**src/rtl/perf_mon.sv**
```systemverilog
// rtl/perf_mon.sv - run-cycle / retire / event performance monitor with pass-flag snoop
// Ports: clk, rst_n (sync, active-low); start, clear (run control);
//   mem_we/mem_waddr/mem_wdata (data-memory write snoop); retire, evt[NUM_EVT], rd_sel (count sources / read select);
//   busy, done, pass, fail, timeout, cycles, retired, rd_cnt, fail_code (status and counters).
// Optional: define PERF_MON_EVT_EN to build the per-channel event counters and the rd_cnt mux.
module perf_mon #(
  parameter int                CNT_W       = 32,
  parameter int                NUM_EVT     = 4,
  parameter int                ADDR_W      = 8,
  parameter logic [ADDR_W-1:0] PASS_ADDR   = 8'h08,
  parameter int                TIMEOUT_CYC = 50000
) (
  input  logic               clk,
  input  logic               rst_n,
  input  logic               start,
  input  logic               clear,
  input  logic               mem_we,
  input  logic [ADDR_W-1:0]  mem_waddr,
  input  logic [31:0]        mem_wdata,
  input  logic               retire,
  input  logic [NUM_EVT-1:0] evt,
  input  logic [2:0]         rd_sel,
  output logic               busy,
  output logic               done,
  output logic               pass,
  output logic               fail,
  output logic               timeout,
  output logic [CNT_W-1:0]   cycles,
  output logic [CNT_W-1:0]   retired,
  output logic [CNT_W-1:0]   rd_cnt,
  output logic [31:0]        fail_code
);

  typedef enum logic [1:0] {IDLE, RUN, DONE} state_t;

  // Last run cycle value before the edge that makes cycles reach TIMEOUT_CYC.
  localparam logic [CNT_W-1:0] TO_LAST = CNT_W'(TIMEOUT_CYC - 1);

  state_t state_q, state_d;
  logic   term_wr;
  logic   tmo_hit;
  logic   run_clr;

  function automatic logic [CNT_W-1:0] sat_inc(input logic [CNT_W-1:0] c);
    return (c == {CNT_W{1'b1}}) ? c : c + 1'b1;
  endfunction

  // A flag-word write ends the run and beats a coincident timeout.
  assign term_wr = (state_q == RUN) && mem_we && (mem_waddr == PASS_ADDR);
  assign tmo_hit = (state_q == RUN) && (cycles == TO_LAST) && !term_wr;
  // Counters restart only when a run actually begins (start in RUN is ignored).
  assign run_clr = start && (state_q != RUN);

  always_ff @(posedge clk) begin
    if (!rst_n) state_q <= IDLE;
    else        state_q <= state_d;
  end

  always_comb begin
    state_d = state_q;
    busy    = 1'b0;
    done    = 1'b0;
    if (clear) begin
      state_d = IDLE;
    end else begin
      case (state_q)
        IDLE:    if (start) state_d = RUN;
        RUN:     if (term_wr || tmo_hit) state_d = DONE;
        DONE:    if (start) state_d = RUN;
        default: state_d = IDLE;
      endcase
    end
    case (state_q)
      RUN:     busy = 1'b1;
      DONE:    done = 1'b1;
      default: ;
    endcase
  end

  always_ff @(posedge clk) begin
    if (!rst_n || clear || run_clr) begin
      cycles    <= '0;
      retired   <= '0;
      pass      <= 1'b0;
      fail      <= 1'b0;
      timeout   <= 1'b0;
      fail_code <= '0;
    end else if (state_q == RUN) begin
      cycles <= sat_inc(cycles);
      if (retire) retired <= sat_inc(retired);
      if (term_wr) begin
        if (mem_wdata == 32'd1) begin
          pass <= 1'b1;
        end else begin
          fail      <= 1'b1;
          fail_code <= mem_wdata;
        end
      end else if (tmo_hit) begin
        timeout <= 1'b1;
      end
    end
  end

`ifdef PERF_MON_EVT_EN
  logic [CNT_W-1:0] evt_cnt [NUM_EVT];

  always_ff @(posedge clk) begin
    for (int i = 0; i < NUM_EVT; i++) begin
      if (!rst_n || clear || run_clr) evt_cnt[i] <= '0;
      else if (state_q == RUN && evt[i]) evt_cnt[i] <= sat_inc(evt_cnt[i]);
    end
  end

  // Selects beyond the populated channels fall through to zero.
  always_comb begin
    rd_cnt = '0;
    for (int i = 0; i < NUM_EVT; i++) begin
      if (rd_sel == 3'(i)) rd_cnt = evt_cnt[i];
    end
  end
`else
  logic unused_evt;
  assign unused_evt = ^{evt, rd_sel};
  assign rd_cnt     = '0;
`endif

endmodule

```
**config.mk**
```make
export PLATFORM = sky130hd
export DESIGN_NAME = perf_mon
export DESIGN_NICKNAME = d
export VERILOG_FILES = /design/src/rtl/perf_mon.sv
export SDC_FILE = /design/constraint.sdc
export NUM_CORES = 1
export LEC_CHECK = 0
export BUFFER_PORTS_ARGS = -buffer_cell sky130_fd_sc_hd__buf_2
export CAP_MARGIN = 0
export CORE_MARGIN = 4
export CORE_UTILIZATION = 51
export CTS_BUF_LIST = sky130_fd_sc_hd__clkbuf_4
export CTS_CLUSTER_SIZE = 20
export DETAILED_ROUTE_END_ITERATION = 7
export HOLD_SLACK_MARGIN = 0.1
export PLACE_DENSITY = 0.83
export SLEW_MARGIN = 20
export SYNTH_ARGS = -nofsm -noshare
export SYNTH_HDL_FRONTEND = slang
export SYNTH_SLANG_ARGS = --single-unit
```
**constraint.sdc**
```tcl
create_clock -name clk -period 2.5 [get_ports clk]
set_input_delay 0.125 -clock clk [delete_from_list [all_inputs] [get_ports clk]]
set_output_delay 0.125 -clock clk [all_outputs]
set_load 0.1 [all_outputs]
```
==> results by group, run 1 <==
Outcome
  – Status: complete, no violations

Floorplanning
  – Core area: 9330 um2
  – Die height: around 110 um
  – IO Count: roughly 190
  – Die ar.: roughly 11,000 um2
  – Row count: 35
  – Die X: between 100 and 150 um
  – Starting Density: 0.530

Final layout
  – Fill cells: 759
  – Area of the multi-input gates: 2690 um2
  – Final core utilization: 0.681
  – Antenna Cells: 0
  – Non-Filler Instances: 897
  – FF/Latch Area: approximately 2100 um2
  – Share of cells above drive strength 1: 0.331
  – Post-layout net count: between 800 and 900
  – Area grow syn2layout: 28.5%

CTS
  – Clock transition at the registers of the reported paths: ~0.17 ns
  – H-tree depth: 3
  – TritonCTS buffer count: 9
  – Post-CTS Setup Inserts: 0
  – Root Buffer: clkbuf_4
  – CTS tree: done
  – CTS sink count: between 100 and 150
  – CTS Buffer Depth: 2
  – Worst skew pair latency: approximately 0.44 ns

Yosys
  – Yosys cell types: 48
  – Register area share after synthesis: 0.409
  – Post-synth EDFFs: 0
  – Seq cells post-synth: ~100
  – Synthesized-area fraction occupied by adder cells: 0.00507
  – Synth Area in XOR/XNOR: 0.0195
  – Syn Std Cell Area: between 4000 and 5000 um2
  – Largest family of logic cells by synthesized area: simple AND/OR/NAND/NOR gates
  – Synthesized instance count: 579
  – Prevailing post-synth register cell: dfxtp_1
  – Multiplexer share of the synthesized area: 0.0691
  – Async S/R FF share, synth: 0
  – Simple-gate portion of the synthesized area: 0.287
  – Complex-gate fraction of the synthesized area: 0.134
  – Yosys warns: 0
  – Syn_area_per_cell: around 8.5 um2

Global route
  – First-pass GRT wire length: roughly 23,000 um
  – Largest net degree at the start of global routing: 44
  – Total GRT Usage: 0.242
  – Vias in the first global route: between 4,000 and 5,000
  – GRT Residual Overflow: 0
  – Number of antenna violations at the first check in global routing: 0

Pwr
  – Switching pwr: about 870 uW
  – Total leakage power: 2.70 nW
  – Peak supply drop: 0.313 mV
  – Sw Share: 0.313
  – Combinational group share of total power: 0.135
  – Cell Pwr Density: around 440 nW/um2
  – Sequential share of power: 0.579
  – Design internal power: ~1.9 mW
  – Clk pwr share: 0.286

Worst setup path
  – Worst r2r src: cycles[9]
  – Worst Path Required: 2.86 ns
  – Critical path peak fanout: 7
  – Crit path DAT: ~2.7 ns
  – Worst setup EP type: flop
  – Worst reg2reg path endpoint: cycles[26]
  – Crit start category: flop
  – Kind of critical path: flop to flop
  – R2R Setup Slk: 0.21 ns
  – Worst reg-to-reg path cell count: 5

Place
  – Setup WS pre-CTS: 0.252 ns
  – Final Wtd Congestion: about 0.88
  – Buffers on Ports: 146
  – HPWL after DPL: approximately 9800 um
  – Dpl cells: 845

Route
  – Final ANT Viol Nets: 0
  – Iteration-0 DRC Markers: between 200 and 250
  – Final Routed Wirelength: 14,100 um
  – Router iterations before antenna repair: 5
  – Via/cell ratio: roughly 5.7
  – DRC: 0
  – Vias: ~5,100
  – Wire length per cell: roughly 16 um

Timing
  – Final Cycle Share: 0.917
  – Clk_skew: a little under 0.03 ns
  – Rel. slew slack: 0.575
  – RSZ-0062 raised after global routing: no
  – Final min period: 2.29 ns
  – Setup ws final: roughly 0.21 ns
  – Final setup vio count: 0
  – Hold Slack: between 0.15 and 0.2 ns
  – Worst-Margin Slew: 0.621 ns
  – Max frequency: 0.436 GHz
  – Final Hold Vio Count: 0
  – Max-slew violations: 0

Hold path
  – Worst hold path class: primary input to flop
  – Hold Path End: pass
  – Min-Delay Path Depth: 6
  – Hold_sp: mem_waddr[2]

Run
  – Total of max-cap violations: 0
## cells in the mapped netlist, types with 8 or more instances
master | n | area share
a21oi_1 | 43 | 0.044
buf_4 | 32 | 0.049
clkbuf_1 | 18 | 0.014
dfxtp_1 | 101 | 0.41
mux2i_1 | 33 | 0.067
nand2_1 | 32 | 0.024
nand3_1 | 25 | 0.025
nand4_1 | 30 | 0.038
nor2_1 | 58 | 0.044
nor4_1 | 19 | 0.024
o21ai_0 | 28 | 0.028
o31ai_1 | 16 | 0.024
or3_1 | 25 | 0.032
or4_1 | 22 | 0.033
xor2_1 | 8 | 0.014
## cell type report
cell class	count	share of cell area
clock buffer	9	0.0106
timing repair buffer	199	0.194
sequential	101	0.332
inverter	8	0.00493
multi-input combinational	444	0.424
tap	129	0.0254
clock inverter	7	0.00887
## cells by family after synthesis
logic type                 count (synthesis)
adders and majority gates                  2
buffers and inverters                     65
and+or+nand+nor                          254
muxes                                     34
other                                      1
xor gates and xnor gates                  11
AOI/OAI and AO/OA                        111
DFF                                      101
## through the flow
step                      instance area (um2)  setup TNS (ns)  power [mW]
after global routing                     6350               0        2.87
after global placement                   5860               0        1.96
final                                    6350               0        2.77
after CTS                                6350               0        2.79
after detailed placement                 5860               0        1.97
after floorplan                          5160         -0.0250        1.94
## per-layer routing
layer | vias to the layer above | global-route usage | wire length, um
met4 | 0 | 0.106 | 432
met1 | 2387 | 0.292 | 5660
met2 | 211 | 0.420 | 7040
met3 | 38 | 0.0419 | 939
li1 | 2472 | - | -
met5 | - | 0 | 0
## how the worst max path moves through the flow
stage	cells after the start	from	end	slack [ns]
3_3_place_gp	6	cycles[0]	cycles[26]	0.30
6_report	5	cycles[9]	cycles[26]	0.21
3_5_place_dp	6	cycles[0]	cycles[26]	0.25
4_1_cts	6	cycles[0]	cycles[26]	0.21
5_1_grt	5	cycles[9]	cycles[26]	0.08
2_1_floorplan	6	cycles[9]	cycles[26]	-0.02
## critical path, cell delays in order (launching register included)
cell and delay [ns]:
dfxtp_2 0.42, nand4_2 0.18, or4_1 0.56, or4_1 0.54, or4_1 0.44, o21ai_0 0.09
## registers in the layout, summed over array words and instances, names as in the netlist
name       count
cycles        32
fail_code     32
retired       32
state_q        2
fail           1
pass           1
timeout        1
## cell usage in the layout (no fill, tap or decap), types with 22 or more instances in the layout
cell | Yosys | routed
a21oi_1 | 43 | 43
buf_2 | 7 | 146
conb_1 | 1 | 32
dfxtp_1 | 101 | 39
dfxtp_2 | 0 | 58
dlygate4sd3_1 | 0 | 36
mux2i_1 | 33 | 33
nand2_1 | 32 | 32
nand3_1 | 25 | 25
nand4_1 | 30 | 30
nor2_1 | 58 | 58
o21ai_0 | 28 | 28
or3_1 | 25 | 25
or4_1 | 22 | 22
## what timing repair did
item                                   CTS  global route
gates resized for setup                  0             0
endpoints found under the hold margin   34             0
hold buffers                            36             0
## power by group through the flow
stage | sequential (mW) | clock [mW] | combinational [mW]
final | 1.61 | 0.792 | 0.375
after global routing | 1.61 | 0.875 | 0.390
after CTS | 1.61 | 0.813 | 0.367
after detailed placement | 1.64 | 0 | 0.323
after global placement | 1.64 | 0 | 0.320
after floorplan | 1.65 | 0 | 0.298
(Power assumes the default switching activity.)
==> run 2, diff against run 1 <==
==> constraint.sdc (replaced) <==
create_clock -name clk -period 2.3 [get_ports clk]
set_input_delay 0.46 -clock clk [delete_from_list [all_inputs] [get_ports clk]]
set_output_delay 0.46 -clock clk [all_outputs]
set_load 0.1 [all_outputs]
==> results by group, run 2 (same netlist as run 1, synthesis figures left out) <==
Timing
  – Max frequency: 0.465 GHz (+6.6%)
  – Setup ws final: 0.149 ns (-0.0581 ns)
  – Rel. slew slack: 0.575 (-0.000600)
  – Clk_skew: 0.0261 ns (-0.00351 ns)
  – Final min period: 2.15 ns (-0.142 ns)
  – Final Hold Vio Count: 0 (unchanged)
  – Worst-Margin Slew: 0.622 ns (+0.000876 ns)
  – Final setup vio count: 0 (unchanged)
  – Final Cycle Share: 0.935 (+0.0181)
  – RSZ-0062 raised after global routing: no
  – Max-slew violations: 0 (unchanged)

Route
  – Wire length per cell: 15.6 um (-0.64%)
  – Via/cell ratio: 5.71 (+0.21%)
  – Vias: 4,936 (-3.4%)
  – Final ANT Viol Nets: 0 (unchanged)
  – Final Routed Wirelength: 13,500 um (-4.2%)
  – Iteration-0 DRC Markers: 273 (+33%)
  – Router iterations before antenna repair: 5 (unchanged)
  – DRC: 0 (unchanged)

Final layout
  – Share of cells above drive strength 1: 0.358 (+0.0271)
  – Commonest non-fill, non-tap cell in the layout: buf_2
  – Biggest regs: cycles x32, fail_code x32, retired x32
  – Most frequent cells in the layout: buf_2, nor2_1, a21oi_1, dfxtp_1
  – Area grow syn2layout: 24.7%
  – Post-layout net count: 785 (-4.0%)

Run
  – Total of max-cap violations: 0 (unchanged)

Floorplanning
  – IO Count: 186 (unchanged)
  – Die height: 106 um (unchanged)
  – Core area: 9330 um2 (unchanged)
  – Row count: 35 (unchanged)
  – Starting Density: 0.530 (unchanged)
  – Die ar.: 11,300 um2 (unchanged)
  – Die X: 106 um (unchanged)

Worst setup path
  – Worst setup EP type: flop
  – Critical path peak fanout: 7 (unchanged)
  – Worst path top cell family by delay: simple AND/OR/NAND/NOR gates
  – Crit-path cells: nand4_4 > or4_4 > or4_4 > or4_1 > o21ai_0
  – Worst Path Required: 2.68 ns (-0.18 ns)
  – Max incr delay on CP: 0.57 ns (about the same)
  – Crit path DAT: 2.53 ns (-0.13 ns)
  – Critical-path top delay cell: or4_4
  – Most used cell along the critical path: or4_4
  – Crit start category: flop
  – Buf/Inv on CP: 0 (unchanged)
  – Kind of critical path: flop to flop

Global route
  – Total GRT Usage: 0.229 (-0.0125)
  – First-pass GRT wire length: 21,500 um (-5.6%)
  – Largest net degree at the start of global routing: 43 (-2.3%)
  – Vias in the first global route: 4,629 (-3.3%)
  – GRT Residual Overflow: 0 (unchanged)
  – Number of antenna violations at the first check in global routing: 1 (+1)

CTS
  – CTS Hold Buffers Added: 0 (-100%)
  – Clock transition at the registers of the reported paths: 0.17 ns (about the same)
  – Worst skew pair latency: 0.44 ns (about the same)
  – TritonCTS buffer count: 9 (unchanged)
  – CTS sink count: 101 (unchanged)
  – CTS Buffer Depth: 2 (unchanged)
  – H-tree depth: 3 (unchanged)
  – CTS tree: done
  – Root Buffer: clkbuf_4

Pwr
  – Cell Pwr Density: 494 nW/um2 (+13%)
  – Pwr Total: 3.04 mW (+9.6%)
  – Total leakage power: 2.61 nW (-3.2%)
  – Peak supply drop: 0.319 mV (+1.8%)

Place
  – Buffers on Ports: 146 (unchanged)
  – Final Wtd Congestion: 0.845 (-4.5%)
  – HPWL after DPL: 10,300 um (+4.9%)
  – Setup WS pre-CTS: 0.107 ns (-0.145 ns)

Hold path
  – Worst hold path class: primary input to flop

Outcome
  – Status: complete, no violations
==> run 2: changes by cell type in the layout (fill, tap and decap cells not counted), sizes merged <==
cell,change
dlygate4sd3,-36
buf,+3
clkinv,-3
inv,+2
bufinv,+1
diode,+1
==> run 2: metrics by stage <==
stage	instances	area, um2	hold slack [ns]	TNS (ns)	util
floorplan	610	5260	0.538	-0.232	-
global route	865	6160	0.222	0	0.661
global placement	844	5980	0.433	0	0.641
finish	865	6160	0.246	0	0.661
detailed placement	844	5980	0.465	0	0.641
CTS	860	6120	0.221	0	0.656
==> run 2: what timing repair did <==
item | in CTS | in global routing
endpoints found under the setup margin | 0 | 5
gates resized for setup | 0 | 1
setup buffers | 0 | 4
==> run 2: path summary, 6_finish.rpt <==
check	start	to	slack, ns	depth (start not counted)
min	mem_wdata[24]	fail_code[24]	0.25	3
min reg2reg	fail	fail	0.49	2
max reg2reg	cycles[9]	cycles[26]	0.15	5
max	cycles[9]	cycles[26]	0.15	5
==> run 2: worst register-to-register path: stages (launching register included) <==
cell and delay [ns]:
dfxtp_4 0.42, nand4_4 0.13, or4_4 0.52, or4_4 0.57, or4_1 0.40, o21ai_0 0.08
==> run 2: power breakdown <==
group,switching [mW],leakage (nW),internal [mW]
clock,0.622,0.0836,0.348
sequential,0.00173,0.856,1.71
combinational,0.308,1.67,0.0479
total,0.932,2.61,2.11
==> run 2: layout make-up <==
| cell class | instances | area, um2 |
|---|---|---|
| fill | 810 | 3170 |
| antenna | 1 | 2.50 |
| multi-input combinational | 444 | 2720 |
| clock inverter | 7 | 77.6 |
| inverter | 8 | 31.3 |
| tap | 129 | 161 |
| sequential | 101 | 2180 |
| timing repair buffer | 166 | 918 |
| clock buffer | 9 | 67.6 |
==> run 2: routing by layer <==
layer  GRT usage  share of wire  wire (um)
met3      0.0401          0.064        861
met5           0              0          0
met1       0.273           0.40       5440
met4      0.0904          0.022        299
met2       0.408           0.51       6880
==> run 3, diff against run 2 <==
--- a/config.mk
+++ b/config.mk
@@ -14,6 +14,7 @@
 export DETAILED_ROUTE_END_ITERATION = 7
 export HOLD_SLACK_MARGIN = 0.1
 export PLACE_DENSITY = 0.83
+export SETUP_SLACK_MARGIN = 0.5
 export SLEW_MARGIN = 20
 export SYNTH_ARGS = -nofsm -noshare
 export SYNTH_HDL_FRONTEND = slang
==> results by group, run 3 (same netlist as run 1, synthesis figures left out) <==
Outcome
  – Status: complete, no violations

Route
  – Final Routed Wirelength: 18,300 um (+36%)
  – Iteration-0 DRC Markers: 615 (+130%)
  – WL met3: 1870 um (+120%)
  – Met2 WL: 8770 um (+27%)
  – Wire length per cell: 19.2 um (+23%)
  – Metal-1 WL: 6900 um (+27%)
  – DRC: 0 (unchanged)
  – Top layer in use: met4
  – Router iterations before antenna repair: 5 (unchanged)
  – Vias: 5,846 (+18%)
  – Via/cell ratio: 6.14 (+7.6%)
  – Final ANT Viol Nets: 0 (unchanged)

Hold path
  – Hold Path End: fail_code[8]
  – Worst hold path class: primary input to flop
  – Min-Delay Path Depth: 3 (unchanged)
  – Hold_sp: mem_wdata[8]

Timing
  – Rel. slew slack: 0.644 (+0.0696)
  – Final Cycle Share: 0.936 (+0.00117)
  – Clk_skew: 0.0358 ns (+0.00968 ns)
  – Max frequency: 0.464 GHz (-0.13%)
  – Final Hold Vio Count: 0 (unchanged)
  – Final setup vio count: 0 (unchanged)
  – Worst-Margin Slew: 0.532 ns (-0.0903 ns)
  – Setup ws final: 0.147 ns (-0.00270 ns)
  – Final min period: 2.15 ns (+0.00270 ns)
  – RSZ-0062 raised after global routing: yes
  – Max-slew violations: 0 (unchanged)

CTS
  – TritonCTS buffer count: 9 (unchanged)
  – CTS sink count: 101 (unchanged)
  – H-tree depth: 3 (unchanged)
  – CTS tree: done
  – Root Buffer: clkbuf_4
  – Worst skew pair latency: 0.45 ns (about the same)
  – Clock transition at the registers of the reported paths: 0.16 ns (about the same)
  – CTS Buffer Depth: 2 (unchanged)
  – CTS Hold Buffers Added: 0 (unchanged)

Worst setup path
  – Worst r2r src: state_q[0]
  – Kind of critical path: flop to flop
  – Worst reg-to-reg path cell count: 7 (+2)
  – Crit start category: flop
  – Worst reg2reg path endpoint: cycles[27]
  – Crit path DAT: 2.51 ns (-0.02 ns)
  – R2R Setup Slk: 0.15 ns (about the same)
  – Worst Path Required: 2.66 ns (-0.02 ns)
  – Critical path peak fanout: 5 (-2)
  – Worst setup EP type: flop
  – Worst Setup SP: state_q[0]

Final layout
  – Most frequent cells in the layout: buf_2, buf_4, dfxtp_4, nor2_1, dfxtp_1
  – Commonest non-fill, non-tap cell in the layout: buf_2
  – Post-layout net count: 873 (+11%)
  – Share of cells above drive strength 1: 0.507 (+0.149)
  – Non-Filler Instances: 952 (+10%)
  – Area grow syn2layout: 51.6%
  – Biggest regs: cycles x32, fail_code x32, retired x32
  – Antenna Cells: 0 (-1)

Pwr
  – Sw Share: 0.318 (+0.0120)
  – Peak supply drop: 0.334 mV (+4.9%)
  – Clk pwr share: 0.287 (-0.032)
  – Cell Pwr Density: 390 nW/um2 (-21%)
  – Combinational group share of total power: 0.136 (+0.019)
  – Total leakage power: 3.23 nW (+23%)
  – Design internal power: 1.99 mW (-5.6%)
  – Switching pwr: 930 uW (-0.16%)
  – Sequential share of power: 0.577 (+0.013)

Global route
  – Vias in the first global route: 5,103 (+10%)
  – First-pass GRT wire length: 24,500 um (+14%)
  – Largest net degree at the start of global routing: 40 (-7.0%)
  – Number of antenna violations at the first check in global routing: 0 (-1)
  – GRT Residual Overflow: 0 (unchanged)
  – Total GRT Usage: 0.263 (+0.0336)

Place
  – Final Wtd Congestion: 0.924 (+9.3%)
  – Dpl cells: 845 (+0.12%)
  – HPWL after DPL: 10,100 um (-1.9%)
  – Setup WS pre-CTS: 0.131 ns (+0.0242 ns)
  – Buffers on Ports: 146 (unchanged)

Floorplanning
  – Core area: 9330 um2 (unchanged)
  – Starting Density: 0.530 (unchanged)
  – Die height: 106 um (unchanged)
  – Row count: 35 (unchanged)
  – Die ar.: 11,300 um2 (unchanged)
  – Die X: 106 um (unchanged)
  – IO Count: 186 (unchanged)

Run
  – Total of max-cap violations: 0 (unchanged)
run 3: cell count changes in the layout (fill, tap and decap cells not counted), sizes merged, moves of 4 or more:
cell / delta
clkinv: +4
buf: +72
inv: -4
clkbuf: +16
run 3: final cells by class:
class / instances / area [um2]
Clock buffer: 10 / 75.1
Clock inverter: 6 / 40.0
Fill cell: 548 / 1840
Inverter: 8 / 45.0
Multi-Input combinational cell: 445 / 3130
Sequential cell: 101 / 2240
Tap cell: 129 / 161
Timing Repair Buffer: 253 / 1790
run 3: worst max path at each step:
stage | endpoint | slack (ns) | cells past startpoint
4_1_cts | cycles[28] | 0.22 | 6
2_1_floorplan | cycles[26] | -0.11 | 6
3_3_place_gp | cycles[26] | 0.15 | 5
6_report | cycles[27] | 0.15 | 7
3_5_place_dp | cycles[26] | 0.13 | 5
5_1_grt | cycles[26] | 0.12 | 5
run 3: through the flow:
| stage | hold WS [ns] | TNS [ns] | power, mW | instance area (um2) | util |
|---|---|---|---|---|---|
| 6_report | 0.262 | 0 | 2.92 | 7490 | 0.803 |
| 4_1_cts | 0.238 | 0 | 2.91 | 6840 | 0.733 |
| 5_1_grt | 0.255 | 0 | 3.02 | 7490 | 0.803 |
| 2_1_floorplan | 0.558 | -0.906 | 2.06 | 5450 | - |
| 3_5_place_dp | 0.450 | 0 | 2.08 | 6140 | 0.658 |
| 3_3_place_gp | 0.430 | 0 | 2.08 | 6140 | 0.658 |
run 3: power by group through the flow:
stage	combinational, mW	clock [mW]	sequential (mW)
after floorplan	0.326	0	1.73
after detailed placement	0.355	0	1.73
final	0.398	0.838	1.69
after global placement	0.352	0	1.73
after CTS	0.379	0.845	1.69
after global routing	0.410	0.922	1.69
run 3: critical path: stages, from the launching register on:
cell	delay, ns
dfxtp_2	0.41
nand2b_1	0.11
buf_6	0.15
nor2_1	0.43
nand4_1	0.24
buf_4	0.21
or4_4	0.40
a21oi_1	0.13
run 3: metal layers:
metal,global-route usage,vias up
met1,0.324,2734
met4,0.102,0
li1,-,2589
met3,0.0504,89
met2,0.452,434
met5,0,-
run 3: repair_timing:
item | in CTS | in global routing
endpoints found under the hold margin | 0 | 0
setup endpoints to repair | 45 | 110
pin swaps | 20 | 46
gates cloned | 3 | 2
resized for setup | 40 | 88
buffers inserted | 49 | 37
